<file path="config.mk">
export PLATFORM = sky130hd
export DESIGN_NAME = alu_seq_flat
export DESIGN_NICKNAME = d
export VERILOG_FILES = /design/src/rtl/alu_seq_if.sv /design/src/rtl/alu_seq.sv /design/src/flat_wrapper.sv
export SDC_FILE = /design/constraint.sdc
export NUM_CORES = 1
export LEC_CHECK = 0
export CORE_ASPECT_RATIO = 1.75
export CORE_MARGIN = 2
export CORE_UTILIZATION = 40
export DETAILED_ROUTE_END_ITERATION = 12
export GPL_ROUTABILITY_DRIVEN = 0
export PLACE_DENSITY_LB_ADDON = 0.08
export SYNTH_ARGS = -nofsm -noshare
export SYNTH_HDL_FRONTEND = slang
export SYNTH_SLANG_ARGS = --single-unit
</file>
<file path="constraint.sdc">
create_clock -name clk -period 3.9 [get_ports clk]
set_clock_uncertainty 0.1 [all_clocks]
set_input_delay 0.975 -clock clk [delete_from_list [all_inputs] [get_ports clk]]
set_output_delay 0.975 -clock clk [all_outputs]
set_load 0.05 [all_outputs]
</file>
<file path="src/rtl/alu_seq_if.sv">
// Request/result handshake bundle for alu_seq: operands and op in, result halves and flags out.
interface alu_seq_if #(
  parameter int unsigned WIDTH = 8
);
  logic             in_valid;
  logic             in_ready;
  logic [WIDTH-1:0] a;
  logic [WIDTH-1:0] b;
  logic [2:0]       op;
  logic             out_valid;
  logic             out_ready;
  logic [WIDTH-1:0] c;
  logic [WIDTH-1:0] c_hi;
  logic             cout;
  logic             borrow;
  logic             zero;
  logic             err;

  modport master (
    output in_valid, a, b, op, out_ready,
    input  in_ready, out_valid, c, c_hi, cout, borrow, zero, err
  );

  modport slave (
    input  in_valid, a, b, op, out_ready,
    output in_ready, out_valid, c, c_hi, cout, borrow, zero, err
  );
endinterface

</file>
<file path="src/rtl/alu_seq.sv">
// Sequential ALU: single-cycle add/sub/logic/shift, WIDTH-cycle shift-add multiply,
// result held in DONE until the consumer takes it.
module alu_seq #(
  parameter int unsigned WIDTH = 8
) (
  input  logic        clk,
  input  logic        rst,
  alu_seq_if.slave    bus
);

  localparam int unsigned CNT_W = $clog2(WIDTH + 1);
  localparam int unsigned PW    = 2 * WIDTH;

  localparam logic [1:0] IDLE = 2'd0;
  localparam logic [1:0] MUL  = 2'd1;
  localparam logic [1:0] DONE = 2'd2;

  localparam logic [2:0] OP_ADD = 3'b000;
  localparam logic [2:0] OP_SUB = 3'b001;
  localparam logic [2:0] OP_XOR = 3'b010;
  localparam logic [2:0] OP_SHL = 3'b011;
  localparam logic [2:0] OP_AND = 3'b100;
  localparam logic [2:0] OP_OR  = 3'b101;
  localparam logic [2:0] OP_MUL = 3'b110;

  logic [1:0]       r_state;
  logic [1:0]       w_state_nxt;
  logic             r_in_ready;
  logic             r_out_valid;
  logic [WIDTH-1:0] r_c;
  logic [WIDTH-1:0] r_c_hi;
  logic             r_cout;
  logic             r_borrow;
  logic             r_zero;
  logic             r_err;
  logic [PW-1:0]    r_mcand;
  logic [WIDTH-1:0] r_mplier;
  logic [PW-1:0]    r_acc;
  logic [CNT_W-1:0] r_cnt;

  logic             w_accept;
  logic             w_mul_last;
  logic [WIDTH:0]   w_sum;
  logic [WIDTH-1:0] w_c;
  logic             w_cout;
  logic             w_borrow;
  logic             w_err;

  assign w_accept   = (r_state == IDLE) && bus.in_valid;
  assign w_mul_last = (r_cnt == CNT_W'(WIDTH));

  // Next-state logic
  always_comb begin
    w_state_nxt = r_state;
    case (r_state)
      IDLE:    if (bus.in_valid) w_state_nxt = (bus.op == OP_MUL) ? MUL : DONE;
      MUL:     if (w_mul_last) w_state_nxt = DONE;
      DONE:    if (bus.out_ready) w_state_nxt = IDLE;
      default: w_state_nxt = IDLE;
    endcase
  end

  // Single-cycle result for every op except multiply; unknown op flags err
  always_comb begin
    w_sum    = {1'b0, bus.a} + {1'b0, bus.b};
    w_c      = '0;
    w_cout   = 1'b0;
    w_borrow = 1'b0;
    w_err    = 1'b0;
    case (bus.op)
      OP_ADD: begin
        w_c    = w_sum[WIDTH-1:0];
        w_cout = w_sum[WIDTH];
      end
      OP_SUB: begin
        w_c      = bus.a - bus.b;
        w_borrow = (bus.a < bus.b);
      end
      OP_XOR: w_c = bus.a ^ bus.b;
      OP_SHL: begin
        w_c    = {bus.a[WIDTH-2:0], 1'b0};
        w_cout = bus.a[WIDTH-1];
      end
      OP_AND:  w_c = bus.a & bus.b;
      OP_OR:   w_c = bus.a | bus.b;
      OP_MUL:  w_c = '0;
      default: w_err = 1'b1;
    endcase
  end

  // State and handshake registers
  always_ff @(posedge clk or posedge rst) begin
    if (rst) begin
      r_state     <= IDLE;
      r_in_ready  <= 1'b1;
      r_out_valid <= 1'b0;
    end else begin
      r_state     <= w_state_nxt;
      r_in_ready  <= (w_state_nxt == IDLE);
      r_out_valid <= (w_state_nxt == DONE);
    end
  end

  // Result registers and multiply datapath; results only move on accept or multiply completion
  always_ff @(posedge clk or posedge rst) begin
    if (rst) begin
      r_c      <= '0;
      r_c_hi   <= '0;
      r_cout   <= 1'b0;
      r_borrow <= 1'b0;
      r_zero   <= 1'b0;
      r_err    <= 1'b0;
      r_mcand  <= '0;
      r_mplier <= '0;
      r_acc    <= '0;
      r_cnt    <= '0;
    end else if (w_accept) begin
      if (bus.op == OP_MUL) begin
        r_mcand  <= {{WIDTH{1'b0}}, bus.a};
        r_mplier <= bus.b;
        r_acc    <= '0;
        r_cnt    <= '0;
      end else begin
        r_c      <= w_c;
        r_c_hi   <= '0;
        r_cout   <= w_cout;
        r_borrow <= w_borrow;
        r_err    <= w_err;
        r_zero   <= (w_c == '0);
      end
    end else if (r_state == MUL) begin
      if (!w_mul_last) begin
        if (r_mplier[0]) r_acc <= r_acc + r_mcand;
        r_mcand  <= r_mcand << 1;
        r_mplier <= r_mplier >> 1;
        r_cnt    <= r_cnt + CNT_W'(1);
      end else begin
        r_c      <= r_acc[WIDTH-1:0];
        r_c_hi   <= r_acc[PW-1:WIDTH];
        r_cout   <= |r_acc[PW-1:WIDTH];
        r_borrow <= 1'b0;
        r_err    <= 1'b0;
        r_zero   <= (r_acc == '0);
      end
    end
  end

  assign bus.in_ready  = r_in_ready;
  assign bus.out_valid = r_out_valid;
  assign bus.c         = r_c;
  assign bus.c_hi      = r_c_hi;
  assign bus.cout      = r_cout;
  assign bus.borrow    = r_borrow;
  assign bus.zero      = r_zero;
  assign bus.err       = r_err;

endmodule

</file>
<file path="src/flat_wrapper.sv">
// flat-port wrapper written by rule: the top's interface ports become plain ports
module alu_seq_flat 
#(
  parameter int unsigned WIDTH = 8
)
  (clk, rst, bus_in_valid, bus_a, bus_b, bus_op, bus_out_ready, bus_in_ready, bus_out_valid, bus_c, bus_c_hi, bus_cout, bus_borrow, bus_zero, bus_err);
  alu_seq_if #(.WIDTH(WIDTH)) bus_i ();
  input  logic clk;
  input  logic rst;
  input wire logic [$bits(bus_i.in_valid)-1:0] bus_in_valid;
  input wire logic [$bits(bus_i.a)-1:0] bus_a;
  input wire logic [$bits(bus_i.b)-1:0] bus_b;
  input wire logic [$bits(bus_i.op)-1:0] bus_op;
  input wire logic [$bits(bus_i.out_ready)-1:0] bus_out_ready;
  output wire logic [$bits(bus_i.in_ready)-1:0] bus_in_ready;
  output wire logic [$bits(bus_i.out_valid)-1:0] bus_out_valid;
  output wire logic [$bits(bus_i.c)-1:0] bus_c;
  output wire logic [$bits(bus_i.c_hi)-1:0] bus_c_hi;
  output wire logic [$bits(bus_i.cout)-1:0] bus_cout;
  output wire logic [$bits(bus_i.borrow)-1:0] bus_borrow;
  output wire logic [$bits(bus_i.zero)-1:0] bus_zero;
  output wire logic [$bits(bus_i.err)-1:0] bus_err;
  assign bus_i.in_valid = bus_in_valid;
  assign bus_i.a = bus_a;
  assign bus_i.b = bus_b;
  assign bus_i.op = bus_op;
  assign bus_i.out_ready = bus_out_ready;
  assign bus_in_ready = bus_i.in_ready;
  assign bus_out_valid = bus_i.out_valid;
  assign bus_c = bus_i.c;
  assign bus_c_hi = bus_i.c_hi;
  assign bus_cout = bus_i.cout;
  assign bus_borrow = bus_i.borrow;
  assign bus_zero = bus_i.zero;
  assign bus_err = bus_i.err;
  alu_seq #(.WIDTH(WIDTH)) u_core (.clk(clk), .rst(rst), .bus(bus_i));
endmodule
</file>
Word-level counts from Yosys, hierarchy flattened
Cells that the tools add are included.

word-level totals
  register bits = 68
  output and inout bits = 22

operators by class
  order comparisons = 1
  equal/unequal tests = 13
  reductions and logical operators = 14
  add/subtract/negate cells = 4
  multiplexer cells = 48
  bitwise operators = 3

operators with widths
  cell                                                                   number
  16-bit two-way mux                                                     9
  8-bit two-way mux                                                      12
  8-bit case mux with 6 select lines                                     1
  16-bit adder                                                           1
  16-bit zero test                                                       1
  1-bit two-way mux                                                      16
  4-bit two-way mux                                                      4
  8-bit by 8-bit adder with 9-bit output                                 1
  3-bit equality test, second input constant                             3
  8-bit bitwise AND                                                      1
  8-bit zero test                                                        1
  8-bit less-than comparator                                             1
  2-bit two-way mux                                                      4
  8-bit OR                                                               1
  8-bit OR reduction                                                     1
  8-bit subtractor                                                       1
  8-bit bitwise XOR                                                      1
  3-bit by 2-bit equality test with 1-bit output, second input constant  2
  2-bit case mux with 3 select lines                                     1
  3-bit AND reduction                                                    2
  2-bit nonzero test                                                     3
  6-bit OR reduction                                                     1
  4-bit by 1-bit adder with 4-bit output, second input constant          1
  2-bit equality test, second input constant                             2
  other kinds (10)                                                       12

Logic depth before layout (Yosys ltp)
  depth in word-level cells = 5
  gate-level depth with buffers = 10
  gate-level depth less buffers = 10

Least setup slack after synthesis
OpenSTA, ideal clock, no wires.

  path type = input port to flip-flop
  from = input port bus_b[0]
  to = register u_core.r_zero, in the netlist u_core.bus.zero
  arrival time = 3036 ps
  stages on the path = 9
  slack = 669 ps
  data required time = 3704 ps
  buffers on the path = 0
  cell sequence = ha_1 > fa_1 > a211oi_2 > nor2_1 > mux2i_1 > nor3_1 > or3_1 > a2111o_1 > o32ai_2

between the ends
  cells in the longest elaborated chain, start to end = 5

RTL lines
  what                                            RTL line            source
  from (decl)                                     flat_wrapper.sv:12  input wire logic [$bits(bus_i.b)-1:0] bus_b;
  8-bit subtractor, or another cell as far along  alu_seq.sv:76       w_c = bus.a - bus.b;
  8-bit case mux with 6 select lines *            alu_seq.sv:70       case (bus.op)
  8-bit zero test *                               alu_seq.sv:129      r_zero <= (w_c == '0);
  1-bit two-way mux *                             alu_seq.sv:118      if (bus.op == OP_MUL) begin
  1-bit two-way mux *                             alu_seq.sv:117      end else if (w_accept) begin
  to (signal assigned)                            alu_seq.sv:129
  to (signal assigned)                            alu_seq.sv:143      r_zero <= (r_acc == '0);
  to (decl)                                       alu_seq.sv:34       logic r_zero;

Every way passes the cells marked *; elsewhere a longest branch is shown, timed or not. The select of a mux whose other input is x is not followed.
A chain may end at the register's enable or synchronous reset.

Worst setup path after layout
Ends and elaborated chain as after synthesis.

==> impl_metrics.yaml <==
status:
  status: "finished clean"
die:
  die_area_um2: 12800
  start_util: 0.409
  fp-row-count: 52
  dieHeight_um: 148
  die_w_um: 86.3
  coreArea_um2: 11600
  ioPinCount: 45
setup_path:
  slowest_delay_ns: 0.50
  cpMaxStageDelayCell: "clkdlybuf4s50_1"
  rr_worst_depth: 8
  startpoint_type: "input port"
  crit_arrival_ns: 3.84
  worstSetupEndpointType: "flip-flop"
  critical_path_class: "input port to flip-flop"
  critPathTopFamily: "compound AO/OA/AOI/OAI gates"
  path_cells: "clkdlybuf4s50_1 -> ha_1 -> fa_1 -> a211oi_2 -> nor2_1 -> mux2i_1 -> nor3_1 -> or3_1 -> a2111o_1 -> o32ai_2"
  required_ns: 4.04
  cp.depth: 10
  r2r_slack_ns: 1.00
  worst-path-max-fanout: 4
  crit_buf_inv: 1
  critPathLaunch: "bus_b[0]"
  r2r_end: "u_core.r_acc[15]"
  r2r_start: "u_core.r_acc[1]"
sta:
  layout_setup_ws_ns: 0.204
  fin_crit_sh: 0.948
  report.final.slew_viol_count: 0
  max_slew.worst_pin.slew_ns: 0.709
  rsz0062_at_grt: "no"
  fmax_mhz: 271
  min_period_ns: 3.70
  hold_violations: 0
  slew_headroom: 0.526
  finalSetupViolations: 0
final_layout:
  regArea_um2: 1700
  fin_nets: 683
  fill_cells: 1146
  drive_gt1_frac: 0.0821
  syn_to_final_growth_pct: 20.5
  n_antenna_cell: 0
  multiInputGateArea_um2: 2780
  final_util: 0.493
clock_tree:
  cts_max_level: 3
  cts_buffers: 9
  clk_latency_ns: 0.33
  clk_pin_slew_ns: 0.06
  cts_buffer_depth: 2
  cts_resized: 0
  cts_setup_buffers: 0
  cts_tree: "built"
  cts_hold_buf: 0
  cts.sinks: 68
  root_buffer: "clkbuf_16"
min_path:
  hold_path_startpoint: "u_core.bus.borrow"
  hold_depth: 2
  holdPathEnd: "u_core.bus.borrow"
  hold_path_class: "flip-flop to flip-flop"
grt:
  antenna_found_initial: 0
  grt_max_degree: 33
  grt_usage: 0.231
  first_global_vias: 4426
  grt_pass1_wl_um: 22800
  overflow: 0
route:
  drtIter0Drc: 163
  via_count: 4415
  wl_met3_um: 396
  top_layer_used: "met4"
  wl_um: 14200
  viasPerCell: 5.84
  dr.pass1.iters: 5
  wl_met2_um: 7860
  drcViolationCount: 0
  wl_met1_um: 5240
  wl_per_cell_um: 18.8
  ant_nets: 0
synth:
  synth-edff-count: 0
  yosys_warnings: 0
  avgSynthCellArea_um2: 8.43
  async_flop_share: 1.00
  ys_top_cells_by_area: "dfrtp_1 35%, ha_1 11%, nand2_1 5.5%"
  synth_seq_area_share: 0.359
  synthFlopType: "dfrtp_1"
  synth_top_area_frac: 0.354
  netlist_area_um2: 4740
  syn_nets: 629
  synth_cells: 562
  ys_ff_latch: 68
  synth_top_area_cell: "dfrtp_1"
  synth_cell_types: 61
run:
  cap_violations: 0
placement:
  dp_hpwl_um: 11300
  numPortBuffers: 44
  dp_slack_ns: -0.0704
power_and_ir_drop:
  irDropWorstVdd_uv: 230
  p_per_area_nw_per_um2: 661
  total_leakage_power_nw: 2.62
  power.total_mw: 3.77
-- layout by cell type, fill, tap and decap left out, drive strengths merged, types with 9 or more instances in the layout --
cell	synthesis	final
a21o	11	11
a21oi	32	32
a22o	9	9
a31oi	20	20
buf	4	30
clkbuf	27	12
clkdlybuf4s50	0	44
dfrtp	67	67
ha	41	41
inv	35	35
nand2	70	70
nand2b	9	9
nand3	18	18
nor2	52	52
nor4	9	9
o21ai	43	43
o31ai	9	9
xnor2	9	9
-- synthesized netlist by cell type, drive strengths merged, types with 2 or more instances --
library cell	number
nor3b	2
o31ai	9
a31oi	20
mux2i	5
nor4	9
fa	3
ha	41
nand2	70
nor3	7
a22o	9
nor2	52
nand3	18
or2	2
o21bai	2
a221oi	3
a21oi	32
a221o	4
a311oi	2
o21ai	43
or3	2
and3	3
o22ai	4
nand4	3
inv	35
and2	4
a32oi	2
xor2	5
a211o	2
a211oi	5
o41ai	3
nand2b	9
clkbuf	27
o211ai	5
nor2b	7
xnor2	9
a21o	11
o21a	5
buf	4
dfrtp	67
-- power breakdown --
part	switching (mW)	internal, mW	leakage [nW]
clock	0.299	0.429	0.127
combinational	1.10	0.714	1.62
sequential	0.254	0.976	0.867
total	1.65	2.12	2.62
-- metal layers --
layer / vias to the layer above / GRT usage
met2: 115 / 0.436
met1: 2137 / 0.240
met4: 0 / 0.124
met5: - / 0
li1: 2119 / -
met3: 44 / 0.0262
-- state kept, by name (all words and copies together) (netlist names) --
name / cells
u_core.bus.borrow: 1
u_core.bus.c: 8
u_core.bus.c_hi: 8
u_core.bus.cout: 1
u_core.bus.err: 1
u_core.bus.in_ready: 1
u_core.bus.out_valid: 1
u_core.bus.zero: 1
u_core.r_acc: 16
u_core.r_cnt: 4
u_core.r_mcand: 16
u_core.r_mplier: 8
u_core.r_state: 2
-- metrics by stage --
step / TNS [ns] / area [um^2] / hold slack, ns / cells
2_1_floorplan: 0 / 4740 / 0.350 / 562
3_3_place_gp: 0 / 5450 / 0.361 / 740
5_1_grt: 0 / 5710 / 0.406 / 756
6_report: 0 / 5710 / 0.379 / 756
4_1_cts: 0 / 5710 / 0.386 / 756
3_5_place_dp: -0.0704 / 5450 / 0.373 / 740
-- kinds of logic after synthesis --
logic type,count (synthesis),share of synthesized area
adders and majority gates,44,0.121
AOI/OAI and AO/OA,172,0.241
and+or+nand+nor,192,0.185
xor gates and xnor gates,14,0.0259
muxes,6,0.0129
DFF,68,0.359
buffers and inverters,66,0.0549
-- tightest hold or removal path: cells and delay by family, from the launching register on --
kind / cells / cell delay, ns
DFF: 1 / 0.34
and+or+nand+nor: 1 / 0.05
AOI/OAI and AO/OA: 1 / 0.05
-- final cells by class --
class	instances	area share
clock inverters	4	0.00460
multi-input cells	428	0.487
clock buffers	12	0.0414
repair buffers	74	0.117
inverters	35	0.0230
well taps	135	0.0296
flip-flops and latches	68	0.298
-- worst max path at each step --
stage / end / slack [ns]
after floorplan: u_core.bus.zero / 0.67
after global placement: u_core.bus.zero / 0.04
after detailed placement: u_core.bus.zero / -0.07
after CTS: u_core.bus.zero / 0.27
after global routing: u_core.bus.zero / 0.13
final: u_core.bus.zero / 0.20
No activity file was read; power rests on OpenSTA's default activity.
